===== src/rtl/mems_pkg.sv =====
`default_nettype none
// ============================================================================
// Module      : mems_pkg
// Description : Shared DAC frame constants, FSM state encoding and frame builder.
// Revision    : 1.0
// ============================================================================
package mems_pkg;

    localparam int          FRAME_W          = 24;
    localparam logic [2:0]  CMD_WRITE_UPDATE = 3'b011;
    localparam logic [2:0]  ADDR_X           = 3'b000;
    localparam logic [2:0]  ADDR_Y           = 3'b001;

    typedef enum logic [2:0] {
        ST_IDLE      = 3'd0,
        ST_WAIT_TICK = 3'd1,
        ST_SEND_X    = 3'd2,
        ST_WAIT_X    = 3'd3,
        ST_SEND_Y    = 3'd4,
        ST_WAIT_Y    = 3'd5
    } state_t;

    function automatic logic [FRAME_W-1:0] make_frame(input logic [2:0]  addr,
                                                      input logic [15:0] code);
        return {2'b00, CMD_WRITE_UPDATE, addr, code};
    endfunction

endpackage
`default_nettype wire


===== src/rtl/mems_sample_tick.sv =====
`default_nettype none
// ============================================================================
// Module      : mems_sample_tick
// Description : Free-running 0..SAMPLE_DIV-1 counter with synchronous clear;
//               tick_o is high for the cycle holding the terminal count.
// Revision    : 1.0
// ============================================================================
module mems_sample_tick #(
    parameter int SAMPLE_DIV = 50000
) (
    input  logic clk,
    input  logic rst,
    input  logic clear_i,
    output logic tick_o
);

    localparam int              CNT_W    = (SAMPLE_DIV > 2) ? $clog2(SAMPLE_DIV) : 1;
    localparam logic [CNT_W-1:0] CNT_LAST = CNT_W'(SAMPLE_DIV - 1);

    logic [CNT_W-1:0] cnt_q;

    always_ff @(posedge clk) begin
        if (rst || clear_i) begin
            cnt_q <= '0;
        end else if (cnt_q == CNT_LAST) begin
            cnt_q <= '0;
        end else begin
            cnt_q <= cnt_q + CNT_W'(1);
        end
    end

    assign tick_o = !clear_i && (cnt_q == CNT_LAST);

endmodule
`default_nettype wire


===== src/rtl/mems_saw_gen.sv =====
`default_nettype none
// ============================================================================
// Module      : mems_saw_gen
// Description : Raster scan generator; per sample tick sends an X then a Y DAC
//               frame through the SPI master handshake. Define
//               MEMS_SAW_BIDIR_EN for a triangular (up/down) X sweep.
// Revision    : 1.0
// ============================================================================
module mems_saw_gen
    import mems_pkg::*;
#(
    parameter int          SAMPLE_DIV = 50000,
    parameter logic [15:0] X_MAX      = 16'hFFFF,
    parameter logic [15:0] Y_MAX      = 16'hFFFF
) (
    input  logic               clk,
    input  logic               rst,
    input  logic               run,
    input  logic [15:0]        x_step,
    input  logic [15:0]        y_step,
    input  logic               spi_busy,
    input  logic               spi_new_data,
    output logic               start,
    output logic [FRAME_W-1:0] data_out,
    output logic [15:0]        x_pos,
    output logic [15:0]        y_pos,
    output logic               frame_done,
    output logic               overrun
);

    state_t             state_q, state_d;
    logic               pending_q, pending_d;
    logic [15:0]        xs_q, xs_d, ys_q, ys_d;
    logic [15:0]        x_q, x_d, y_q, y_d;
    logic               start_q, start_d;
    logic [FRAME_W-1:0] data_q, data_d;
    logic               fd_q, fd_d, ov_q, ov_d;
    logic               tick_clear, sample_tick, tick_take, x_turn;
    logic [16:0]        x_sum, y_sum;
`ifdef MEMS_SAW_BIDIR_EN
    localparam logic DIR_UP   = 1'b0;
    localparam logic DIR_DOWN = 1'b1;
    logic dir_q, dir_d;
`endif

    assign tick_clear = (state_q == ST_IDLE);

    mems_sample_tick #(
        .SAMPLE_DIV (SAMPLE_DIV)
    ) u_tick (
        .clk     (clk),
        .rst     (rst),
        .clear_i (tick_clear),
        .tick_o  (sample_tick)
    );

    always_comb begin
        state_d   = state_q;
        pending_d = pending_q;
        xs_d      = xs_q;
        ys_d      = ys_q;
        x_d       = x_q;
        y_d       = y_q;
        start_d   = 1'b0;
        data_d    = data_q;
        fd_d      = 1'b0;
        ov_d      = 1'b0;
        tick_take = 1'b0;
        x_turn    = 1'b0;
        x_sum     = {1'b0, x_q} + {1'b0, xs_q};
        y_sum     = {1'b0, y_q} + {1'b0, ys_q};
`ifdef MEMS_SAW_BIDIR_EN
        dir_d     = dir_q;
`endif
        case (state_q)
            ST_IDLE: begin
                x_d = '0;
                y_d = '0;
`ifdef MEMS_SAW_BIDIR_EN
                dir_d = DIR_UP;
`endif
                if (run) begin
                    xs_d    = x_step;
                    ys_d    = y_step;
                    state_d = ST_WAIT_TICK;
                end
            end
            ST_WAIT_TICK: begin
                // Stopping takes priority over a waiting tick.
                if (!run) begin
                    state_d = ST_IDLE;
                end else if (pending_q) begin
                    tick_take = 1'b1;
                    state_d   = ST_SEND_X;
                end
            end
            ST_SEND_X: begin
                if (!spi_busy) begin
                    start_d = 1'b1;
                    data_d  = make_frame(ADDR_X, x_q);
                    state_d = ST_WAIT_X;
                end
            end
            ST_WAIT_X: begin
                if (spi_new_data) state_d = ST_SEND_Y;
            end
            ST_SEND_Y: begin
                if (!spi_busy) begin
                    start_d = 1'b1;
                    data_d  = make_frame(ADDR_Y, y_q);
                    state_d = ST_WAIT_Y;
                end
            end
            ST_WAIT_Y: begin
                if (spi_new_data) begin
                    state_d = ST_WAIT_TICK;
`ifdef MEMS_SAW_BIDIR_EN
                    if (dir_q == DIR_UP) begin
                        if ((xs_q != 16'd0) && (x_sum >= {1'b0, X_MAX})) begin
                            x_d    = X_MAX;
                            dir_d  = DIR_DOWN;
                            x_turn = 1'b1;
                        end else begin
                            x_d = x_sum[15:0];
                        end
                    end else begin
                        if ((xs_q != 16'd0) && (x_q <= xs_q)) begin
                            x_d    = '0;
                            dir_d  = DIR_UP;
                            x_turn = 1'b1;
                        end else begin
                            x_d = x_q - xs_q;
                        end
                    end
`else
                    if (x_sum > {1'b0, X_MAX}) begin
                        x_d    = '0;
                        x_turn = 1'b1;
                    end else begin
                        x_d = x_sum[15:0];
                    end
`endif
                    // Y uses the step latched for this line; new steps apply to the next one.
                    if (x_turn) begin
                        xs_d = x_step;
                        ys_d = y_step;
                        if (y_sum > {1'b0, Y_MAX}) begin
                            y_d  = '0;
                            fd_d = 1'b1;
                        end else begin
                            y_d = y_sum[15:0];
                        end
                    end
                end
            end
            default: state_d = ST_IDLE;
        endcase

        if (state_q == ST_IDLE) begin
            pending_d = 1'b0;
        end else if (sample_tick) begin
            ov_d      = pending_q & ~tick_take;
            pending_d = 1'b1;
        end else if (tick_take) begin
            pending_d = 1'b0;
        end
    end

    always_ff @(posedge clk) begin
        if (rst) begin
            state_q   <= ST_IDLE;
            pending_q <= 1'b0;
            xs_q      <= '0;
            ys_q      <= '0;
            x_q       <= '0;
            y_q       <= '0;
            start_q   <= 1'b0;
            data_q    <= '0;
            fd_q      <= 1'b0;
            ov_q      <= 1'b0;
`ifdef MEMS_SAW_BIDIR_EN
            dir_q     <= DIR_UP;
`endif
        end else begin
            state_q   <= state_d;
            pending_q <= pending_d;
            xs_q      <= xs_d;
            ys_q      <= ys_d;
            x_q       <= x_d;
            y_q       <= y_d;
            start_q   <= start_d;
            data_q    <= data_d;
            fd_q      <= fd_d;
            ov_q      <= ov_d;
`ifdef MEMS_SAW_BIDIR_EN
            dir_q     <= dir_d;
`endif
        end
    end

    assign start      = start_q;
    assign data_out   = data_q;
    assign x_pos      = x_q;
    assign y_pos      = y_q;
    assign frame_done = fd_q;
    assign overrun    = ov_q;

endmodule
`default_nettype wire

===== config.mk =====
export PLATFORM = sky130hd
export DESIGN_NAME = mems_saw_gen
export DESIGN_NICKNAME = d
export VERILOG_FILES = /design/src/rtl/mems_pkg.sv /design/src/rtl/mems_sample_tick.sv /design/src/rtl/mems_saw_gen.sv
export SDC_FILE = /design/constraint.sdc
export NUM_CORES = 1
export LEC_CHECK = 0
export BUFFER_PORTS_ARGS = -buffer_cell sky130_fd_sc_hd__buf_2
export CAP_MARGIN = 10
export CORE_ASPECT_RATIO = 1.4
export CORE_MARGIN = 8
export CORE_UTILIZATION = 60
export DETAILED_ROUTE_END_ITERATION = 12
export HOLD_SLACK_MARGIN = 0.15
export PLACE_DENSITY = 0.84
export SYNTH_ARGS = -nofsm -noshare
export SYNTH_HDL_FRONTEND = slang
export SYNTH_HIERARCHICAL = 1
export SYNTH_SLANG_ARGS = --single-unit

===== constraint.sdc =====
create_clock -name clk -period 5.9 [get_ports clk]
set_clock_uncertainty 0.15 [all_clocks]
set_input_delay 0.295 -clock clk [delete_from_list [all_inputs] [get_ports clk]]
set_output_delay 0.295 -clock clk [all_outputs]
set_load 0.005 [all_outputs]

* Word level (Yosys, flattened, before mapping)
Index checks and enable logic that the tools add are counted.
Word-level totals: register bits after elaboration 111
Cells by class: reduce and logical (&&, ||, !) cells 18, muxes and demuxes 36, add/subtract/negate cells 3, $lt $le $gt $ge 2, bitwise operators 7, equal/unequal tests 13
Operator list (number):
- $mux 16 | 11
- $pmux 16 s2 | 4
- $mux 24 | 2
- $pmux 24 s2 | 1
- $add 16x16->17 | 2
- $gt 17x16->1 const B | 2
- $mux 3 | 7
- $pmux 3 s6 | 1
- $add 16x1->16 const B | 1
- $eq 16x16->1 const B | 1
- $ne 2x2->1 const B | 6
- $mux 1 | 10
- $reduce_or 2->1 | 4
- $eq 3x2->1 const B | 2
- $eq 3x3->1 const B | 2
- $not 1->1 | 6
- $reduce_and 3->1 | 2
- $reduce_and 6->1 | 1
- $reduce_bool 2->1 | 3
- $reduce_and 4->1 | 1
- $reduce_or 4->1 | 1
- $eq 3x1->1 const B | 1
- $logic_not 3->1 | 1
- $ne 3x3->1 const B | 1
- 6 further kinds | 6

* Longest topological paths before layout
Gate-level depths: netlist (run 1).
depth in word-level cells 8, depth in mapped cells 12, depth with buffers taken out 10

* Modules after synthesis
Netlist (run 1), hierarchy kept.
Modules (own cells, without submodules):
- mems_saw_gen | area an instance 5084.9 sq um, instances 1, cells each 634
- mems_sample_tick | area an instance 782.0 sq um, instances 1, cells each 81

* Worst setup path before layout (run 1)
OpenSTA, ideal clock, no wires.
path type reg2reg, start reg x_q[0] (netlist: x_pos[0]), end reg y_q[12] (netlist: y_pos[12]), stages on the path, launching flop included 12, setup slack 3198 ps, required time 5633 ps, clock period less this slack 2702 ps, arrival 2434 ps, path buffers 2, cells stage by stage dfxtp_1 > ha_1 > inv_1 > fa_1 > nand2b_1 > a21oi_2 > o41ai_4 > o211a_4 > or2_4 > buf_6 > buf_6 > a32o_1
On the way: word-level cells in the longest chain between the ends 7
Ends and longest elaborated chain:
- start: declaration | line mems_saw_gen.sv:34 | logic [15:0] x_q, x_d, y_q, y_d;
- start signal: assignment | line mems_saw_gen.sv:175 | x_q <= '0;
- start signal: assignment | line mems_saw_gen.sv:189 | x_q <= x_d;
- $add 16x16->17 | line mems_saw_gen.sv:70 | x_sum = {1'b0, x_q} + {1'b0, xs_q};
- $gt 17x16->1 | line mems_saw_gen.sv:136 | if (x_sum > {1'b0, X_MAX}) begin
- $mux 1 | line mems_saw_gen.sv:136
- $mux 1 | line mems_saw_gen.sv:115 | if (spi_new_data) begin
- $mux 1 | line mems_saw_gen.sv:75 | case (state_q)
- $ne 2x2->1 (no source line)
- $reduce_and 3->1 (no source line)
- end signal: assignment | line mems_saw_gen.sv:190 | y_q <= y_d;
- end: declaration | line mems_saw_gen.sv:34
No other way between the ends. The select of a mux whose other input is x is not followed. A chain may end at the register's enable or synchronous reset.

* Worst setup path after layout (run 1)
start reg x_q[0] (netlist: x_pos[0]), end reg ys_q[1]
On the way: word-level cells in the longest chain between the ends 7
Ends and longest elaborated chain:
- $add 16x16->17 | line mems_saw_gen.sv:70
- $gt 17x16->1 | line mems_saw_gen.sv:136
- $mux 1 | line mems_saw_gen.sv:136
- $mux 1 | line mems_saw_gen.sv:115
- $mux 1 | line mems_saw_gen.sv:75
- $ne 2x2->1 (no source line)
- $reduce_and 4->1 (no source line)
- end signal: assignment | line mems_saw_gen.sv:188 | ys_q <= ys_d;
- end: declaration | line mems_saw_gen.sv:33 | logic [15:0] xs_q, xs_d, ys_q, ys_d;
No other way between the ends. The select of a mux whose other input is x is not followed.

==> results by group, run 1 <==
STA
  – Clock period minus worst slack: ~3.4 ns
  – RSZ-0062 raised after global routing: no
  – FMAX: about 290 MHz
  – Fin crit share: 0.579
  – Max Slew Vio Count: 0
  – Least-Margin Pin Slew: about 1.1 ns
  – Final setup fails: 0
  – Fin. Hold Viols: 0
  – Worst hold slack: 0.238 ns
  – Rel. slew slack: 0.271
  – Setup TNS: 0 ns

Synthesis
  – Post-synth top area share: 0.358
  – Yosys reg bits: 105
  – Most common library cells after synthesis: dfxtp_1 (105), nor2_1 (81), nand2_1 (74)
  – Yosys top cell by area: dfxtp_1
  – Synthesized cell area: a little under 6000 µm²
  – Asr flop ratio synth: 0
  – EDFF count, synth: 0
  – Mapped Cells: roughly 700
  – Mean post-synth cell area: 8.21 µm²
  – Post-synth cell types: 73
  – Primary FF master, synth: dfxtp_1
  – Area contributors post-synth: dfxtp_1 (36%), ha_1 (7.0%), a21oi_1 (6.2%)
  – Count leader, synth: dfxtp_1
  – Sequential share of the synthesized area: 0.358
  – Yosys warning count: 6

Setup path
  – Reg2reg path depth: 11
  – WS Path Type: reg2reg
  – Reg2reg start: x_pos[0]
  – Instance count on the critical path: 11
  – CP top delay family: compound AO/OA/AOI/OAI gates
  – Critical Path AT: between 3 and 4 ns
  – Crit start category: flop
  – Crit-path max FO: 17
  – Worst setup EP type: flop
  – Worst Path Buf+Inv: 2
  – Largest stage delay, worst path: slightly above 0.6 ns
  – Worst setup path start: x_pos[0]
  – R2R setup slack: between 2 and 2.5 ns
  – Crit path cell chain: ha_1 > inv_1 > fa_1 > nand2b_1 > a21oi_2 > o41ai_4 > o211a_4 > o21ai_2 > buf_4 > mux2i_1 > nor2_1
  – Crit path max-delay cell type: o21ai_2
  – Crit path required time: 5.97 ns
  – FF-to-FF End: ys_q[1]

Clock tree
  – CTS root buffer: clkbuf_16
  – CTS tree: yes
  – Hold_buf cts: 34
  – CTS sink cnt: approximately 110
  – Setup Fix Bufs, Post-CTS: 0
  – Clock-pin slew on the worst setup and hold paths: approximately 0.080 ns
  – CTS max path bufs: 2
  – Resized cells post-CTS: 0
  – Htree depth: 3
  – Clk_lat worst skew: 0.36 ns
  – CTS Buf Count: 9

Placement
  – Final HPWL DP: approximately 12000 µm
  – Inst Count DP: 896
  – # port buffers: 90
  – Routability Congestion: around 0.9

Global routing
  – First-pass GRT wire length: between 20000 and 30000 µm
  – Total GRT Usage: 0.261
  – GRT overflow: 0
  – Initial antenna violation count: 0
  – Vias in the first global route: a little under 6000
  – Largest net degree at the start of global routing: between 80 and 90

Layout
  – Fillers: around 750
  – Share of layout cells above drive strength 1: 0.171
  – Area grow syn2layout: 18.0%
  – Non-Filler Instances: between 900 and 1000
  – Nets: slightly below 900
  – Flip-flop and latch area: ~2100 µm²
  – Multi-input gate area: roughly 3500 µm²
  – Ant diodes: 0

Routing
  – Number of routed nets with antenna violations: 0
  – DR DRC count: 0
  – DR pass1 iterations: 4
  – WL/cell: between 15 and 20 µm
  – Drt first-iter violations: between 300 and 400
  – Vias: ~5700
  – Vias per inst: 6.05
  – Final WL: ~17000 µm

Floorplan
  – Core area: 9510 µm²
  – Total die area: around 13000 µm²
  – Starting Density: 0.617
  – Row Count: 42
  – Die height: approximately 130 µm
  – Die outline width: between 90 and 100 µm
  – Top-level I/O count: 96

Power
  – Peak VDD IR: roughly 0.00017 V
  – Leak: about 0.0028 µW
  – P per Cell Area: ~220 nW/µm²

Job
  – Max_cap viols: 0

Worst hold path
  – Worst hold start: run
  – Worst Hold Class: in2reg
  – Worst Hold Depth: 4
  – Hold endpoint: pending_q

Run status
  – Status: finished clean
[layout by cell type (no fill, tap or decap), types with 3 or more instances in the layout]
| cell type | netlist | routed |
|---|---|---|
| a311oi_1 | 16 | 16 |
| o21bai_1 | 5 | 5 |
| ha_1 | 33 | 33 |
| inv_8 | 0 | 3 |
| xor2_1 | 11 | 11 |
| and2_1 | 3 | 3 |
| nand2b_1 | 7 | 7 |
| conb_1 | 1 | 5 |
| clkbuf_16 | 0 | 9 |
| o21ai_1 | 3 | 3 |
| nor2b_1 | 6 | 6 |
| dlygate4sd3_1 | 0 | 34 |
| o21a_1 | 6 | 6 |
| inv_1 | 16 | 16 |
| nor4_1 | 4 | 4 |
| a21oi_1 | 73 | 73 |
| a21o_1 | 4 | 4 |
| a32o_1 | 3 | 3 |
| nand2_1 | 74 | 74 |
| nand4_1 | 8 | 8 |
| nand3_1 | 59 | 59 |
| o211ai_1 | 4 | 4 |
| a31oi_1 | 4 | 4 |
| nor3_1 | 13 | 13 |
| o21ai_0 | 31 | 31 |
| nor2_1 | 81 | 81 |
| and3_1 | 6 | 6 |
| buf_4 | 7 | 4 |
| nor4_2 | 5 | 5 |
| a22oi_1 | 12 | 12 |
| buf_2 | 10 | 90 |
| xnor2_1 | 24 | 24 |
| dfxtp_1 | 105 | 105 |
| nor2_2 | 4 | 4 |
[kinds of logic after synthesis]
family / Yosys count / share of synthesized area
mux: 2 / 0.00341
compound gates: 184 / 0.208
other cells: 1 / 0.000639
fa+ha+maj: 35 / 0.0772
simple gates: 289 / 0.245
xor+xnor: 35 / 0.0522
flops: 105 / 0.358
buf+inv: 64 / 0.0552
[state kept, by name, summed over array words and instances, names as in the netlist]
name and count:
ys_q 16, frame_done 1, u_tick/cnt_q 16, data_out 18
xs_q 16, pending_q 1, start 1, overrun 1
y_pos 16, x_pos 16, state_q 3
[cell type report]
type                            count  area share
Tap cell                          132      0.0239
Clock inverter                      7      0.0123
Multi-Input combinational cell    550       0.500
Inverter                           16     0.00868
Clock buffer                        9      0.0325
Timing Repair Buffer              128       0.119
Sequential cell                   105       0.304
[power by group]
| group | total, µW | internal [µW] | switching (µW) |
|---|---|---|---|
| registers | 747 | 729 | 18.8 |
| logic | 164 | 66.8 | 97.2 |
| clock network | 635 | 339 | 296 |
| total | 1550 | 1130 | 412 |
[worst min-delay path, stage by stage]
cell and delay (ns):
buf_2 0.14, nand2_1 0.06, a21oi_1 0.14, nor3_1 0.06
[through the flow]
stage	setup WS (ns)	instance area, µm²	power, µW	util
after floorplan	3.20	5880	862	-
after global placement	2.68	6260	898	0.658
after detailed placement	2.56	6260	903	0.658
after CTS	2.53	6910	1540	0.727
after global routing	2.33	6920	1590	0.728
final	2.48	6920	1550	0.728
[per-layer routing]
layer	track usage	vias to the layer above	wire, µm
li1	-	2729	-
met1	0.284	2718	6690
met2	0.457	220	8770
met3	0.0441	65	921
met4	0.160	0	762
met5	0	-	0
[how the worst max path moves through the flow]
| stage | endpoint | slack (ns) |
|---|---|---|
| finish | ys_q[1] | 2.48 |
| detailed placement | ys_q[1] | 2.56 |
| floorplan | y_pos[12] | 3.20 |
| global route | ys_q[1] | 2.33 |
| CTS | ys_q[1] | 2.53 |
| global placement | ys_q[1] | 2.68 |
Power figures use the tool's default switching activity.
==> run 2: changes to the inputs <==
Settings changed: CORE_UTILIZATION 60 to 57, PLACE_DENSITY 0.84 to 0.8.
Clock period 5.9 ns to 3.45 ns, I/O delays scaled along.
==> run 2 against run 1 <==
Compared with the run above: wire length down 2.1%; critical path depth shrank 1; global-route usage is 1.5 points lower; total power rose by 66%; die area is 4.5% higher; design area increased by 0.54%; maximum frequency is 12% higher; largest power group unchanged.
==> results by group, run 2 (synthesis gave the netlist of run 1 again) <==
Routing
  – Number of routed nets with antenna violations: 0 (unchanged)
  – Vias per inst: 5.95 (-1.8%)
  – Drt first-iter violations: 404 (+1.3%)
  – DR DRC count: 0 (unchanged)
  – Final WL: 16800 µm (-2.1%)
  – Vias: 5697 (-0.61%)
  – WL/cell: 17.5 µm (-3.2%)
  – DR pass1 iterations: 7 (+3)

Power
  – Pint: 1940 µW (+71%)
  – Psw: 631 µW (+53%)
  – Sequential power share: 0.494 (+0.011)
  – Clock power share: 0.391 (-0.020)
  – Sw Ratio: 0.245 (-0.0209)
  – Leak: 0.00280 µW (+0.77%)
  – P per Cell Area: 370 nW/µm² (+65%)
  – Peak VDD IR: 0.000276 V (+65%)
  – Combinational Power Share: 0.114 (+0.008)

Floorplan
  – Row Count: 44 (+4.8%)
  – Total die area: 13800 µm² (+4.5%)
  – Die outline width: 102 µm (+2.2%)
  – Die height: 136 µm (+2.3%)
  – Core area: 10200 µm² (+7.1%)
  – Starting Density: 0.576 (-0.0408)
  – Top-level I/O count: 96 (unchanged)

Layout
  – Area grow syn2layout: 18.6%
  – Post-route cell area: 6960 µm² (+0.54%)
  – Share of layout cells above drive strength 1: 0.173 (+0.00262)
  – Ant diodes: 0 (unchanged)
  – Most common cell after layout, fill and taps aside: dfxtp_1
  – Number of flip-flops in the largest register: 18 (unchanged)
  – Commonest cells after routing, fill and taps aside: dfxtp_1 (105), buf_2 (90), nor2_1 (81), nand2_1 (74), a21oi_1 (73)
  – Nets: 889 (+0.79%)

STA
  – Setup TNS: 0 ns (unchanged)
  – Rel. slew slack: 0.430 (+0.158)
  – RSZ-0062 raised after global routing: no
  – Least-Margin Pin Slew: 0.856 ns (-0.234 ns)
  – Final setup fails: 0 (unchanged)
  – Fin crit share: 0.881 (+0.302)
  – FMAX: 329 MHz (+12%)
  – Max Slew Vio Count: 0 (unchanged)
  – Fin. Hold Viols: 0 (unchanged)
  – Clock period minus worst slack: 3.04 ns (-0.378 ns)

Setup path
  – Crit path required time: 3.54 ns (-2.43 ns)
  – WS Path Type: reg2reg
  – Worst setup EP type: flop
  – Critical Path AT: 3.13 ns (-0.35 ns)
  – Crit-path max FO: 48 (+31)
  – Crit start category: flop

Clock tree
  – Setup Fix Bufs, Post-CTS: 0 (unchanged)
  – CTS root buffer: clkbuf_16
  – CTS tree: yes
  – Clock-pin slew on the worst setup and hold paths: 0.07 ns (about the same)
  – Hold_buf cts: 35 (+2.9%)
  – Clk_lat worst skew: 0.35 ns (about the same)
  – CTS sink cnt: 105 (unchanged)
  – CTS max path bufs: 2 (unchanged)
  – Resized cells post-CTS: 0 (unchanged)
  – CTS Buf Count: 9 (unchanged)
  – Htree depth: 3 (unchanged)

Job
  – Max_cap viols: 0 (unchanged)

Global routing
  – Largest net degree at the start of global routing: 84 (-1.2%)
  – GRT overflow: 0 (unchanged)
  – First-pass GRT wire length: 26900 µm (-3.7%)
  – Total GRT Usage: 0.245 (-0.0155)
  – Initial antenna violation count: 0 (unchanged)
  – Vias in the first global route: 5509 (-5.1%)

Placement
  – # port buffers: 90 (unchanged)
  – Placed cell areas: 6320 µm² (+0.96%)
  – Final HPWL DP: 12100 µm (+1.6%)
  – Routability Congestion: 0.927 (+3.4%)

Worst hold path
  – Worst Hold Class: in2reg

Run status
  – Status: finished clean
run 2: cell types whose count changed in the layout (fill, tap and decap cells not counted):
cell	change
dlygate4sd3_1	+1
clkbuf_8	+1
inv_6	-1
clkbuf_1	+1
inv_8	-3
buf_4	+6
run 2: metal layers:
| metal | GRT usage | wire, µm | vias to the layer above |
|---|---|---|---|
| li1 | - | - | 2746 |
| met1 | 0.269 | 6400 | 2727 |
| met2 | 0.425 | 8600 | 183 |
| met3 | 0.0472 | 1020 | 41 |
| met4 | 0.145 | 773 | 0 |
| met5 | 0 | 0 | - |
run 2: layout make-up:
type | instances | area, µm²
Clock buffer | 11 | 243
Fill cell | 848 | 3230
Inverter | 16 | 60.1
Multi-Input combinational cell | 550 | 3460
Sequential cell | 105 | 2100
Clock inverter | 3 | 42.5
Timing Repair Buffer | 135 | 876
Tap cell | 138 | 173
run 2: path summary, 6_finish.rpt:
| path | startpoint | end | slack (ns) | cells past startpoint |
|---|---|---|---|---|
| max | x_pos[0] | y_pos[1] | 0.41 | 10 |
| min reg2reg | ys_q[7] | ys_q[7] | 0.32 | 2 |
| min | rst | y_pos[4] | 0.18 | 3 |
| max reg2reg | x_pos[0] | y_pos[1] | 0.41 | 10 |
run 2: power groups by stage:
stage	Clock [µW]	Sequential (µW)	Combinational [µW]
6_report	1010	1270	294
5_1_grt	1070	1270	323
4_1_cts	1020	1270	290
3_5_place_dp	0	1300	258
3_3_place_gp	0	1300	251
2_1_floorplan	0	1290	184
run 2: critical path: stages, from the launching register on:
cell and delay [ns]:
dfxtp_1 0.37, ha_1 0.23, inv_1 0.07, fa_1 0.38
nand2b_1 0.21, a21oi_2 0.21, o41ai_4 0.13, o211a_4 0.27
or2_4 0.44, a32o_1 0.32, and2_1 0.14
run 2: metrics by stage:
stage | std cells | util | power [µW] | hold WS, ns | worst slack (ns)
after CTS | 958 | 0.683 | 2580 | 0.181 | 0.441
after floorplan | 719 | - | 1470 | 0.101 | 0.748
after global routing | 958 | 0.683 | 2660 | 0.224 | 0.264
after global placement | 909 | 0.621 | 1550 | 0.262 | 0.511
after detailed placement | 909 | 0.621 | 1560 | 0.267 | 0.446
final | 958 | 0.683 | 2570 | 0.176 | 0.412
